### config.mk
export PLATFORM = sky130hd
export DESIGN_NAME = riscv_id_stage
export DESIGN_NICKNAME = d
export VERILOG_FILES = /design/src/rtl/riscv_id_stage_pkg.sv /design/src/rtl/riscv_imm_gen.sv /design/src/rtl/riscv_id_stage.sv
export SDC_FILE = /design/constraint.sdc
export NUM_CORES = 1
export LEC_CHECK = 0
export CAP_MARGIN = 20
export CORE_ASPECT_RATIO = 1.5
export CORE_MARGIN = 5
export CORE_UTILIZATION = 25
export CTS_CLUSTER_SIZE = 24
export DETAILED_ROUTE_END_ITERATION = 10
export GPL_TIMING_DRIVEN = 0
export PLACE_DENSITY = 0.58
export SYNTH_ARGS = -nofsm -noshare
export SYNTH_HDL_FRONTEND = slang
export SYNTH_HIERARCHICAL = 1
export SYNTH_SLANG_ARGS = --single-unit
### constraint.sdc
create_clock -name clk -period 3.5 [get_ports clk]
set_input_delay 0.875 -clock clk [delete_from_list [all_inputs] [get_ports clk]]
set_output_delay 0.875 -clock clk [all_outputs]
set_load 0.05 [all_outputs]
### src/rtl/riscv_id_stage_pkg.sv
// riscv_id_stage_pkg: shared RV32I decode constants and ALU opcode encoding
// Holds the ALU opcode enum consumed by riscv_alu, the major-opcode and
// funct3/funct7 constants, and a helper mapping funct3 to an ALU opcode.
package riscv_id_stage_pkg;

    typedef enum logic [3:0] {
        ALU_ADD  = 4'd0,
        ALU_SUB  = 4'd1,
        ALU_SLL  = 4'd2,
        ALU_SLT  = 4'd3,
        ALU_SLTU = 4'd4,
        ALU_XOR  = 4'd5,
        ALU_SRL  = 4'd6,
        ALU_SRA  = 4'd7,
        ALU_OR   = 4'd8,
        ALU_AND  = 4'd9
    } alu_op_e;

    localparam logic [6:0] OPC_OP    = 7'b0110011;
    localparam logic [6:0] OPC_OPIMM = 7'b0010011;
    localparam logic [6:0] OPC_LUI   = 7'b0110111;
    localparam logic [6:0] OPC_AUIPC = 7'b0010111;

    localparam logic [2:0] F3_ADD  = 3'b000;
    localparam logic [2:0] F3_SLL  = 3'b001;
    localparam logic [2:0] F3_SLT  = 3'b010;
    localparam logic [2:0] F3_SLTU = 3'b011;
    localparam logic [2:0] F3_XOR  = 3'b100;
    localparam logic [2:0] F3_SR   = 3'b101;
    localparam logic [2:0] F3_OR   = 3'b110;
    localparam logic [2:0] F3_AND  = 3'b111;

    localparam logic [6:0] F7_ZERO = 7'b0000000;
    localparam logic [6:0] F7_ALT  = 7'b0100000;

    // alt selects SUB over ADD and SRA over SRL; it is ignored for other funct3
    function automatic alu_op_e f3_to_op(input logic [2:0] f3, input logic alt);
        case (f3)
            F3_ADD:  return alt ? ALU_SUB : ALU_ADD;
            F3_SLL:  return ALU_SLL;
            F3_SLT:  return ALU_SLT;
            F3_SLTU: return ALU_SLTU;
            F3_XOR:  return ALU_XOR;
            F3_SR:   return alt ? ALU_SRA : ALU_SRL;
            F3_OR:   return ALU_OR;
            default: return ALU_AND;
        endcase
    endfunction

endpackage

### src/rtl/riscv_imm_gen.sv
// riscv_imm_gen: combinational I/U immediate and shift-amount extraction
// Ports:
//   instr_hi  in  20  instruction bits [31:12] (the only bits any immediate uses)
//   imm_i     out 32  sign-extended I-type immediate
//   imm_u     out 32  U-type immediate, low 12 bits zero
//   shamt     out 32  zero-extended shift amount for SLLI/SRLI/SRAI
module riscv_imm_gen (
    input  logic [31:12] instr_hi,
    output logic [31:0]  imm_i,
    output logic [31:0]  imm_u,
    output logic [31:0]  shamt
);
    assign imm_i = {{20{instr_hi[31]}}, instr_hi[31:20]};
    assign imm_u = {instr_hi, 12'b0};
    assign shamt = {27'b0, instr_hi[24:20]};
endmodule

### src/rtl/riscv_id_stage.sv
// riscv_id_stage: RV32I decode/issue stage with RAW scoreboard feeding riscv_alu
// Ports:
//   clk, rstb                      clock, asynchronous active-low reset
//   instr_valid_i/instr_ready_o    fetch handshake, instr_i/pc_i payload
//   rs1/rs2_addr_o, rs1/rs2_data_i same-cycle register file read
//   flush_i                        drop the registered and the incoming instruction
//   ex_valid_o/ex_ready_i          ALU handshake, alu_op_o/alu_a_o/alu_b_o payload
//   rd_addr_o, rd_we_o, illegal_o  destination and decode status of the registered instruction
//   wb_valid_i, wb_rd_i            writeback retirement, clears the scoreboard entry
module riscv_id_stage
    import riscv_id_stage_pkg::*;
#(
    parameter int XLEN  = 32,
    parameter bit SB_EN = 1'b1
) (
    input  logic            clk,
    input  logic            rstb,
    input  logic            instr_valid_i,
    output logic            instr_ready_o,
    input  logic [31:0]     instr_i,
    input  logic [XLEN-1:0] pc_i,
    output logic [4:0]      rs1_addr_o,
    output logic [4:0]      rs2_addr_o,
    input  logic [XLEN-1:0] rs1_data_i,
    input  logic [XLEN-1:0] rs2_data_i,
    input  logic            flush_i,
    output logic            ex_valid_o,
    input  logic            ex_ready_i,
    output logic [3:0]      alu_op_o,
    output logic [XLEN-1:0] alu_a_o,
    output logic [XLEN-1:0] alu_b_o,
    output logic [4:0]      rd_addr_o,
    output logic            rd_we_o,
    output logic            illegal_o,
    input  logic            wb_valid_i,
    input  logic [4:0]      wb_rd_i
);
    logic [6:0]      opc, f7;
    logic [2:0]      f3;
    logic [4:0]      rd;
    logic            is_op, is_imm, is_lui, is_auipc, is_sh;
    logic            legal, use1, use2, hazard, accept, handoff;
    logic [XLEN-1:0] imm_i, imm_u, shamt, d_a, d_b;
    alu_op_e         d_op;
    logic [31:0]     busy, busy_nxt;

    riscv_imm_gen u_imm (
        .instr_hi (instr_i[31:12]),
        .imm_i    (imm_i),
        .imm_u    (imm_u),
        .shamt    (shamt)
    );

    assign opc        = instr_i[6:0];
    assign f3         = instr_i[14:12];
    assign f7         = instr_i[31:25];
    assign rd         = instr_i[11:7];
    assign rs1_addr_o = instr_i[19:15];
    assign rs2_addr_o = instr_i[24:20];

    assign is_op    = opc == OPC_OP;
    assign is_imm   = opc == OPC_OPIMM;
    assign is_lui   = opc == OPC_LUI;
    assign is_auipc = opc == OPC_AUIPC;
    assign is_sh    = is_imm && (f3 == F3_SLL || f3 == F3_SR);

    // funct7 only carries meaning for R-type and immediate shifts; elsewhere it is immediate bits
    assign legal = (is_op && (f7 == F7_ZERO || (f7 == F7_ALT && (f3 == F3_ADD || f3 == F3_SR))))
                || (is_imm && (!is_sh || f7 == F7_ZERO || (f7 == F7_ALT && f3 == F3_SR)))
                || is_lui || is_auipc;
    assign use1  = legal && (is_op || is_imm);
    assign use2  = legal && is_op;

    // ADDI with imm[10]=1 sets f7[5] too, so the alternate op is only honoured where it exists
    assign d_op = use1 ? f3_to_op(f3, f7[5] && (is_op || f3 == F3_SR)) : ALU_ADD;
    assign d_a  = !legal || is_lui ? '0 : is_auipc ? pc_i : rs1_data_i;
    assign d_b  = !legal ? '0 : is_op ? rs2_data_i : is_sh ? shamt : is_imm ? imm_i : imm_u;

    // A source conflicts with a retired-pending producer or with the one sitting in EX
    function automatic logic conflict(input logic [4:0] s);
        return s != 5'd0 && (busy[s] || (ex_valid_o && rd_we_o && rd_addr_o == s));
    endfunction

    assign hazard        = SB_EN && ((use1 && conflict(rs1_addr_o)) || (use2 && conflict(rs2_addr_o)));
    assign instr_ready_o = (!ex_valid_o || ex_ready_i) && !hazard && !flush_i;
    assign accept        = instr_valid_i && instr_ready_o;
    assign handoff       = ex_valid_o && ex_ready_i;

    // Set is applied after clear so a same-cycle set of the same register wins
    always_comb begin
        busy_nxt = busy;
        if (wb_valid_i && wb_rd_i != 5'd0) busy_nxt[wb_rd_i] = 1'b0;
        if (handoff && rd_we_o) busy_nxt[rd_addr_o] = 1'b1;
    end

    always_ff @(posedge clk or negedge rstb) begin
        if (!rstb) begin
            ex_valid_o <= 1'b0;
            alu_op_o   <= ALU_ADD;
            alu_a_o    <= '0;
            alu_b_o    <= '0;
            rd_addr_o  <= '0;
            rd_we_o    <= 1'b0;
            illegal_o  <= 1'b0;
            busy       <= '0;
        end else begin
            busy <= busy_nxt;
            if (flush_i) begin
                ex_valid_o <= 1'b0;
            end else if (accept) begin
                ex_valid_o <= 1'b1;
                alu_op_o   <= d_op;
                alu_a_o    <= d_a;
                alu_b_o    <= d_b;
                rd_addr_o  <= rd;
                rd_we_o    <= legal && rd != 5'd0;
                illegal_o  <= !legal;
            end else if (handoff) begin
                ex_valid_o <= 1'b0;
            end
        end
    end
endmodule

======== Word-level counts from Yosys, hierarchy flattened ========
Index checks and enable logic that the tools add are counted.
cells by class
  order comparisons ....................... 6
  equal/unequal tests ..................... 13
  mux-type cells .......................... 23
  bitwise gates (word level) .............. 4
  reductions and logical operators ........ 52
operator list
  operator            count
  $mux 32             7
  $and 32x32->32      1
  $not 32->32         1
  $or 32x32->32       1
  $mux 31             1
  $pmux 4 s7          1
  $logic_and 1x1->1   24
  $lt 5x6->1 const B  4
  $eq 7x6->1 const B  3
  $reduce_bool 5->1   4
  $logic_or 1x1->1    15
  $eq 7x5->1 const B  2
  $bmux 1 s5          2
  $demux 1 s5         2
  $eq 5x5->1          2
  $ge 5x1->1 const B  2
  $eq 3x3->1 const B  3
  $mux 1              9
  $logic_not 7->1     1
  $eq 3x2->1 const B  2
  $logic_not 1->1     5
  $mux 4              1
  $eq 3x1->1 const B  1
  $logic_not 3->1     1
  3 further kinds     3
storage, ports and cells
  register bits after elaboration ......... 108
  input bits .............................. 139
  output and inout bits ................... 87

======== Depth between registers and ports, before layout ========
Gate-level depths: netlist of run 1.
  word-level depth ........................ 19
  depth in mapped cells ................... 10
  depth with buffers taken out ............ 7

======== By module ========
The synthesis of run 1 kept the hierarchy.
modules (own cells, without submodules)
  module          times used  cells each  area an instance (um^2)  seq. area each (um^2)
  riscv_id_stage  1           671         6801.5                   2702.6
  riscv_imm_gen   1           97          724.4                    0.0

======== Least setup slack after synthesis of run 1 ========
Ideal clock, no wire load.
  path type ............................... input to output
  start point ............................. in instr_i[18]
  end point ............................... out instr_ready_o
  arrival time ............................ 2.625 ns
  path slack .............................. 0.000 ns
  cell stages on the path ................. 6
  path buffers ............................ 1
  cells stage by stage .................... clkbuf_1 > mux4_2 > nand3_1 > nand4_1 > a41oi_2 > and2_1
on the way
  cells in the longest elaborated chain, start to end .. 9
  elaborated cells between the ends (all ways) .. 12
  those cells by class .................... 1 x eq/ne; 2 x mux; 9 x reduce/logical
ends and longest elaborated chain
  what                                                                      RTL line              source
  from (decl)                                                               riscv_id_stage.sv:20  input logic [31:0] instr_i,
  $bmux 1 s5 / $eq 5x5->1 (equally long branches)                           riscv_id_stage.sv:81  return s != 5'd0 && (busy[s] || (ex_valid_o && rd_we_o && rd_addr_o == s));
  $mux 1 (not written as such) / $logic_and 1x1->1 (equally long branches)  riscv_id_stage.sv:81
  $logic_or 1x1->1                                                          riscv_id_stage.sv:81
  $logic_and 1x1->1 *                                                       riscv_id_stage.sv:81
  $logic_and 1x1->1 *                                                       riscv_id_stage.sv:84  assign hazard = SB_EN && ((use1 && conflict(rs1_addr_o)) || (use2 && conflict(rs2_addr_o)));
  $logic_or 1x1->1 *                                                        riscv_id_stage.sv:84
  $logic_not 1->1 *                                                         riscv_id_stage.sv:85  assign instr_ready_o = (!ex_valid_o || ex_ready_i) && !hazard && !flush_i;
  $logic_and 1x1->1 * (2 in a row)                                          riscv_id_stage.sv:85
  to (decl)                                                                 riscv_id_stage.sv:19  output logic instr_ready_o,
Mark *: on every way between the ends. The rest lies on a longest branch, timed or not. The select of a mux whose other input is x is not followed.

======== Worst setup path after layout of run 1 ========
  start point ............................. in instr_i[3]
  end point ............................... out instr_ready_o
on the way
  cells in the longest elaborated chain, start to end .. 15
  elaborated cells between the ends (all ways) .. 22
  those cells by class .................... 4 x eq/ne; 18 x reduce/logical
ends and longest elaborated chain
  what                                         RTL line                                    source
  $eq 7x5->1                                   riscv_id_stage.sv:62                        assign is_imm = opc == OPC_OPIMM;
  $logic_and 1x1->1                            riscv_id_stage.sv:65                        assign is_sh = is_imm && (f3 == F3_SLL || f3 == F3_SR);
  $logic_not 1->1                              riscv_id_stage.sv:69                        || (is_imm && (!is_sh || f7 == F7_ZERO || (f7 == F7_ALT && f3 == F3_SR)))
  $logic_or 1x1->1 (2 in a row)                riscv_id_stage.sv:69
  $logic_and 1x1->1                            riscv_id_stage.sv:69
  $logic_or 1x1->1                             riscv_id_stage.sv:69
  $logic_or 1x1->1 (2 in a row)                riscv_id_stage.sv:70                        || is_lui || is_auipc;
  $logic_and 1x1->1, on equally long branches  riscv_id_stage.sv:71, riscv_id_stage.sv:72
  $logic_and 1x1->1                            riscv_id_stage.sv:84
  $logic_or 1x1->1 *                           riscv_id_stage.sv:84
  $logic_not 1->1 *                            riscv_id_stage.sv:85
  $logic_and 1x1->1 * (2 in a row)             riscv_id_stage.sv:85
Mark *: on every way between the ends. The rest lies on a longest branch, timed or not.

==> results of run 1 <==
-- critical path, stage by stage --
cell and delay, ns:
dlygate4sd2_1 0.28, nor4bb_2 0.27, nand4b_1 0.16, nand4b_1 0.31, a221oi_2 0.26, a41oi_2 0.09, and2_4 0.21, buf_8 0.14
-- final cells by class --
class / count / area share
multi-input cells: 541 / 0.367
repair buffers: 233 / 0.212
diodes: 1 / 0.000230
inverters: 2 / 0.000689
well taps: 395 / 0.0454
plain buffers: 154 / 0.0999
flip-flops and latches: 108 / 0.248
clock buffers: 9 / 0.0207
clock inverters: 7 / 0.00677
-- routing by layer --
metal,share of wire,track usage
met4,0.019,0.0432
met1,0.38,0.180
met3,0.070,0.0342
met5,0,0
met2,0.53,0.295
-- logic make-up after synthesis --
family	Yosys count	synth area share
AO/OA/AOI/OAI	178	0.140
XOR/XNOR	11	0.0128
buffers and inverters	157	0.139
flip-flops	108	0.359
multiplexers	132	0.235
other	1	0.000498
AND/OR/NAND/NOR	181	0.113
-- final timing paths --
kind,start,to,cells past startpoint
worst max-delay path,instr_i[3],instr_ready_o,8
worst min-delay path,rstb,alu_a_o[26],1
worst max register to register,rd_addr_o[0],alu_b_o[22],10
worst min register to register,alu_b_o[8],alu_b_o[8],1
max in group asynchronous,rstb,alu_b_o[2],2
min in group clk,alu_b_o[8],alu_b_o[8],1
-- report_power, final --
group / switching (mW) / internal, mW
sequential: 0.0184 / 1.27
clock: 0.518 / 0.561
combinational: 0.406 / 0.398
total: 0.942 / 2.23
-- per-stage QoR --
stage	area [um2]	hold slack (ns)	setup slack, ns
after floorplan	7670	0.457	0.000229
after global routing	10900	0.343	-0.0170
after detailed placement	10400	0.492	-1.95
final	10900	0.349	0.0198
after global placement	10400	0.488	-2.95
after CTS	10800	0.339	-0.00638
-- timing repair --
action / CTS / global route
gates resized for setup: 88 / 22
setup endpoints to repair: 77 / 4
pin swaps: 9 / 7
setup buffers: 8 / 2
-- layout by cell type (no fill, tap or decap), drive strengths merged, types with 2 or more instances in the layout --
| cell | netlist | layout |
|---|---|---|
| dlymetal6s2s | 0 | 2 |
| or3b | 6 | 6 |
| nor2b | 4 | 4 |
| nand2b | 4 | 4 |
| mux2i | 41 | 41 |
| dlygate4sd2 | 0 | 8 |
| inv | 2 | 4 |
| clkbuf | 32 | 41 |
| nand2 | 111 | 111 |
| mux2 | 78 | 78 |
| conb | 1 | 39 |
| mux4 | 13 | 13 |
| a21oi | 37 | 37 |
| nand4 | 3 | 3 |
| buf | 123 | 145 |
| a31oi | 2 | 2 |
| dfrtp | 108 | 108 |
| or3 | 3 | 3 |
| nand4b | 3 | 3 |
| a22o | 32 | 32 |
| nor2 | 14 | 14 |
| xnor2 | 8 | 8 |
| clkinv | 0 | 3 |
| nor3 | 8 | 8 |
| nand3 | 8 | 8 |
| o21ai | 96 | 96 |
| clkdlybuf4s50 | 0 | 199 |
| nor4 | 2 | 2 |
| nand3b | 11 | 11 |
| xor2 | 3 | 3 |
-- sequential cells by signal, indices dropped and copies added (netlist names) --
register / cells
alu_a_o: 32
alu_b_o: 32
busy: 32
ex_valid_o: 1
rd_we_o: 1
illegal_o: 1
rd_addr_o: 5
alu_op_o: 4
==> results_dict.tcl, run 1 <==
set metrics [dict create \
    status "finished clean" \
    clk_pin_slew_ns 0.08 \
    rows 77 \
    grt_pass1_vias 6936 \
    relSlewSlack 0.466 \
    netlist_area_um2 7530 \
    via_per_inst 4.54 \
    area_growth_pct 44.8 \
    synth_edf_count 0 \
    ys_async_sr_fraction 1.00 \
    placed_cells 1424 \
    num_io_pins 226 \
    cap_violations 0 \
    fin_crit_sh 0.994 \
    postSynthAreaPerCell_um2 9.80 \
    hold_viol 0 \
    clkSinkCount 108 \
    die_width_um 152 \
    max_freq_ghz 0.287 \
    cts_buffer_depth 2 \
    critPathArrivalTime_ns 2.61 \
    worstPathRequired_ns 2.62 \
    synthCells 768 \
    drt_pass1_iterations 5 \
    fin_crit_ns 3.48 \
    synth_cell_types 47 \
    dp.final_hpwl_um 21100 \
    synth-seq-cells 108 \
    ys_seq_area_frac 0.359 \
    power_mw 3.17 \
    ys.flop_type "dfrtp_1" \
    tightest_slew_ns 0.801 \
    cts_tree "done" \
    first_iter_violations 313 \
    initial_core_util 0.254 \
    drive_above_1_share 0.269 \
    wl_um 27100 \
    synth_commonest_cells "nand2_1, dfrtp_1, buf_4, o21ai_0, mux2_4" \
    final_util 0.368 \
    antenna_found_initial 1 \
    grt_pass1_wl_um 41000 \
    cp-end-kind "output port" \
    crit_type "input pin to output port" \
    fillCellCount 3027 \
    grt_usage 0.159 \
    vdd_drop_max_mv 0.188 \
    synth_top_area_cell "dfrtp_1" \
    root_buffer "clkbuf_16" \
    min_path_type "input pin to async pin" \
    design.core.area_um2 29600 \
    die_area_um2 33700 \
    ys_top_cells_by_area "dfrtp_1, buf_4, mux2_4" \
    synth-warning-count 6 \
    numCtsBuffers 9 \
    finalSetupViolCount 0 \
    nNetsFinal 1188 \
    p_leak_nw 4.89 \
    yosysMostFrequentCell "nand2_1" \
    reg2reg_slack_ns 0.58 \
    cts-htree-levels 3 \
    io_buffers 221 \
    drc_errors 0 \
    die_y_um 223 \
    grt_max_degree 92 \
    fin_setup_tns_ns 0 \
    synth_top_area_frac 0.359 \
    cp-start-kind "input pin" \
    crit_path_max_fanout 3 \
    final_cells 1450 \
    pwr_density_cell_nw_per_um2 291 \
    wire_per_inst_um 18.7 \
    slew_viol_final 0 \
    finClkSkew_ns 0.0140 \
    ant_nets 0 \
    multi_input_area_um2 4000 \
    seq_area_um2 2700 \
    insertion_delay_ns 0.37 \
    cts_hold_buffers 0 \
    grt_overflow_total 0 \
    gp_congestion 0.830 \
    grt_setup_unrepaired "yes" \
    via_count 6585 \
]
No activity file was read; power rests on OpenSTA's default activity.
==> run 2: changes to the inputs <==
Settings changed: ABC_AREA from default to 1, CORE_MARGIN 5 to default, GPL_ROUTABILITY_DRIVEN from default to 0, PLACE_DENSITY 0.58 to 0.57.
==> run 2 against run 1 <==
  * Maximum frequency up 2.4%
  * Sequential power about the same
  * Sequential share of layout area fell by 0.64 points
  * Hold slack improved by 0.11 ns
  * Register-to-register slack improved by 0.52 ns
  * Final cell count increased by 28%
  * Flip-flop and latch count is the same
  * Utilization shrank 0.80 points
==> results_dict.tcl, run 2 <==
set metrics [dict create \
    synth_top_family_by_area "simple AND/OR/NAND/NOR gates" \
    slew_viol_final 0 \
    p_leak_nw 5.34 \
    ys.flop_type "dfrtp_1" \
    min_path_type "input pin to async pin" \
    multi_input_area_um2 3950 \
    vdd_drop_max_mv 0.182 \
    crit_type "input pin to output port" \
    grt_setup_unrepaired "no" \
    initial_core_util 0.255 \
    grt_overflow_total 0 \
    synth_cell_types 31 \
    cts_buffer_depth 2 \
    antenna_found_initial 0 \
    die_y_um 220 \
    layout_commonest_cell "nand2_1" \
    hold_viol 0 \
    die_area_um2 32300 \
    finalSetupViolCount 0 \
    drt_pass1_iterations 5 \
    worstPathRequired_ns 2.62 \
    ant_nets 0 \
    pwr_density_cell_nw_per_um2 283 \
    cts_tree "done" \
    dpl_cell_area_um2 10800 \
    num_io_pins 226 \
    cp-end-kind "output port" \
    grt_max_degree 57 \
    crit_path_max_fanout 5 \
    drive_above_1_share 0.130 \
    ys_async_sr_fraction 1.00 \
    netlist_area_um2 7900 \
    finClkSkew_ns 0.0191 \
    synth_xor_area_frac 0.00222 \
    clk_pin_slew_ns 0.07 \
    reg2reg_slack_ns 1.10 \
    synth_edf_count 0 \
    muxShareOfSynthArea 0 \
    ys_top_cells_by_area "dfrtp_1, nand2_1, buf_4" \
    grt_pass1_vias 8474 \
    insertion_delay_ns 0.37 \
    reg.largest.list "alu_a_o: 32 flops, alu_b_o: 32 flops, busy: 32 flops" \
    path_cells "clkdlybuf4s50_1, nor2_1, nand2_1, nor3_1, o21ai_1, nand2_1, nand2_2, inv_2, nand2_4, nand2_2, nor2_2, buf_6" \
    postSynthAreaPerCell_um2 6.75 \
    critPathTopFamily "buffers and inverters" \
    design_area_um2 11200 \
    root_buffer "clkbuf_16" \
    synth_top_area_cell "dfrtp_1" \
    seq_area_um2 2700 \
    status "finished clean" \
    drc_errors 0 \
    max_freq_ghz 0.294 \
    yosysMostFrequentCell "nand2_1" \
    synth-simple-area-share 0.345 \
    via_count 8767 \
    fin_crit_sh 0.971 \
    via_per_inst 4.72 \
    synthAdderAreaFrac 0 \
    critPathSlowestCell "clkdlybuf4s50_1" \
    layout_common_cells "nand2_1, clkdlybuf4s50_1, nand3_1" \
    fin_crit_ns 3.40 \
    nNetsFinal 1585 \
    synth-warning-count 6 \
    numCtsBuffers 9 \
    cap_violations 0 \
    synth_top_area_frac 0.342 \
    relSlewSlack 0.412 \
    design.core.area_um2 31000 \
    io_buffers 224 \
    grt_pass1_wl_um 48100 \
    synth_compound_area_frac 0.130 \
    critPathBufInv 3 \
    cpPeakStageDelay_ns 0.52 \
    grt_usage 0.195 \
    cp-start-kind "input pin" \
    dp.final_hpwl_um 24700 \
    die_width_um 147 \
    wl_um 31500 \
    diodes 0 \
    clkSinkCount 108 \
    power_mw 3.16 \
    synth-seq-cells 108 \
    tightest_slew_ns 0.879 \
    synth_commonest_cells "nand2_1, nand3_1, buf_4, dfrtp_1, o21ai_0" \
    area_growth_pct 41.5 \
    ys_seq_area_frac 0.342 \
    first_iter_violations 518 \
    wire_per_inst_um 17.0 \
    rows 79 \
    synthCells 1170 \
    fillCellCount 3435 \
    critPathArrivalTime_ns 2.52 \
    cts-htree-levels 3 \
]
## run 2: cell count changes after synthesis, moves of 11 or more
cell	change
buf_2	+11
nor2_1	+11
mux2_4	-50
nand2_1	+231
inv_1	+60
nand4_1	+81
mux4_2	-13
nand3b_1	-11
mux2i_1	-41
a21oi_1	+57
a22o_1	-32
mux2_2	-28
nand3_1	+135
## run 2: path summary, 6_finish.rpt
path / startpoint / end / depth (start not counted)
max reg2reg: rd_addr_o[4] / alu_a_o[27] / 14
min: rstb / busy[13] / 1
min in group clk: alu_b_o[25] / alu_b_o[25] / 2
min reg2reg: alu_b_o[25] / alu_b_o[25] / 2
max: instr_i[27] / instr_ready_o / 12
max in group asynchronous: rstb / alu_b_o[2] / 2
## run 2: kinds of logic (layout without fill, tap and decap cells)
logic type      after synthesis  count (layout)
buf+inv                     250             493
simple gates                607             607
other cells                   1              39
compound gates              202             202
flops                       108             108
xor+xnor                      2               2
## run 2: stage by stage
| step | setup slack (ns) | setup TNS [ns] | std cells | hold slack (ns) | util |
|---|---|---|---|---|---|
| final | 0.103 | 0 | 1856 | 0.454 | 0.360 |
| after global routing | 0.00166 | 0 | 1856 | 0.489 | 0.360 |
| after global placement | -2.90 | -326.73 | 1837 | 0.453 | 0.348 |
| after CTS | 0.00496 | 0 | 1856 | 0.476 | 0.359 |
| after floorplan | 0.191 | 0 | 1208 | 0.439 | - |
| after detailed placement | -1.57 | -16.59 | 1838 | 0.459 | 0.349 |
## run 2: final cells by class
type	instances	share of cell area
Clock inverter	6	0.00593
Multi-Input combinational cell	850	0.353
Inverter	68	0.0237
Sequential cell	108	0.242
Clock buffer	10	0.0214
Tap cell	405	0.0453
Timing Repair Buffer	228	0.203
Buffer	181	0.106
## run 2: report_power, final
part	total (mW)	internal, mW	switching, mW
registers	1.29	1.27	0.0201
logic	0.776	0.339	0.437
clock network	1.10	0.582	0.519
## run 2: repair_timing
action,CTS,global route
pin swaps,2,0
resized for setup,48,18
hold buffers,0,0
setup buffers,3,0
setup endpoints to repair,4,1
## run 2: per-layer routing
metal | GRT usage | part of all wire | vias up | wire (um)
met1 | 0.213 | 0.38 | 4117 | 12000
li1 | - | - | 4333 | -
met5 | 0 | 0 | - | 0
met3 | 0.0435 | 0.059 | 46 | 1860
met4 | 0.0687 | 0.025 | 0 | 790
met2 | 0.365 | 0.53 | 271 | 16800
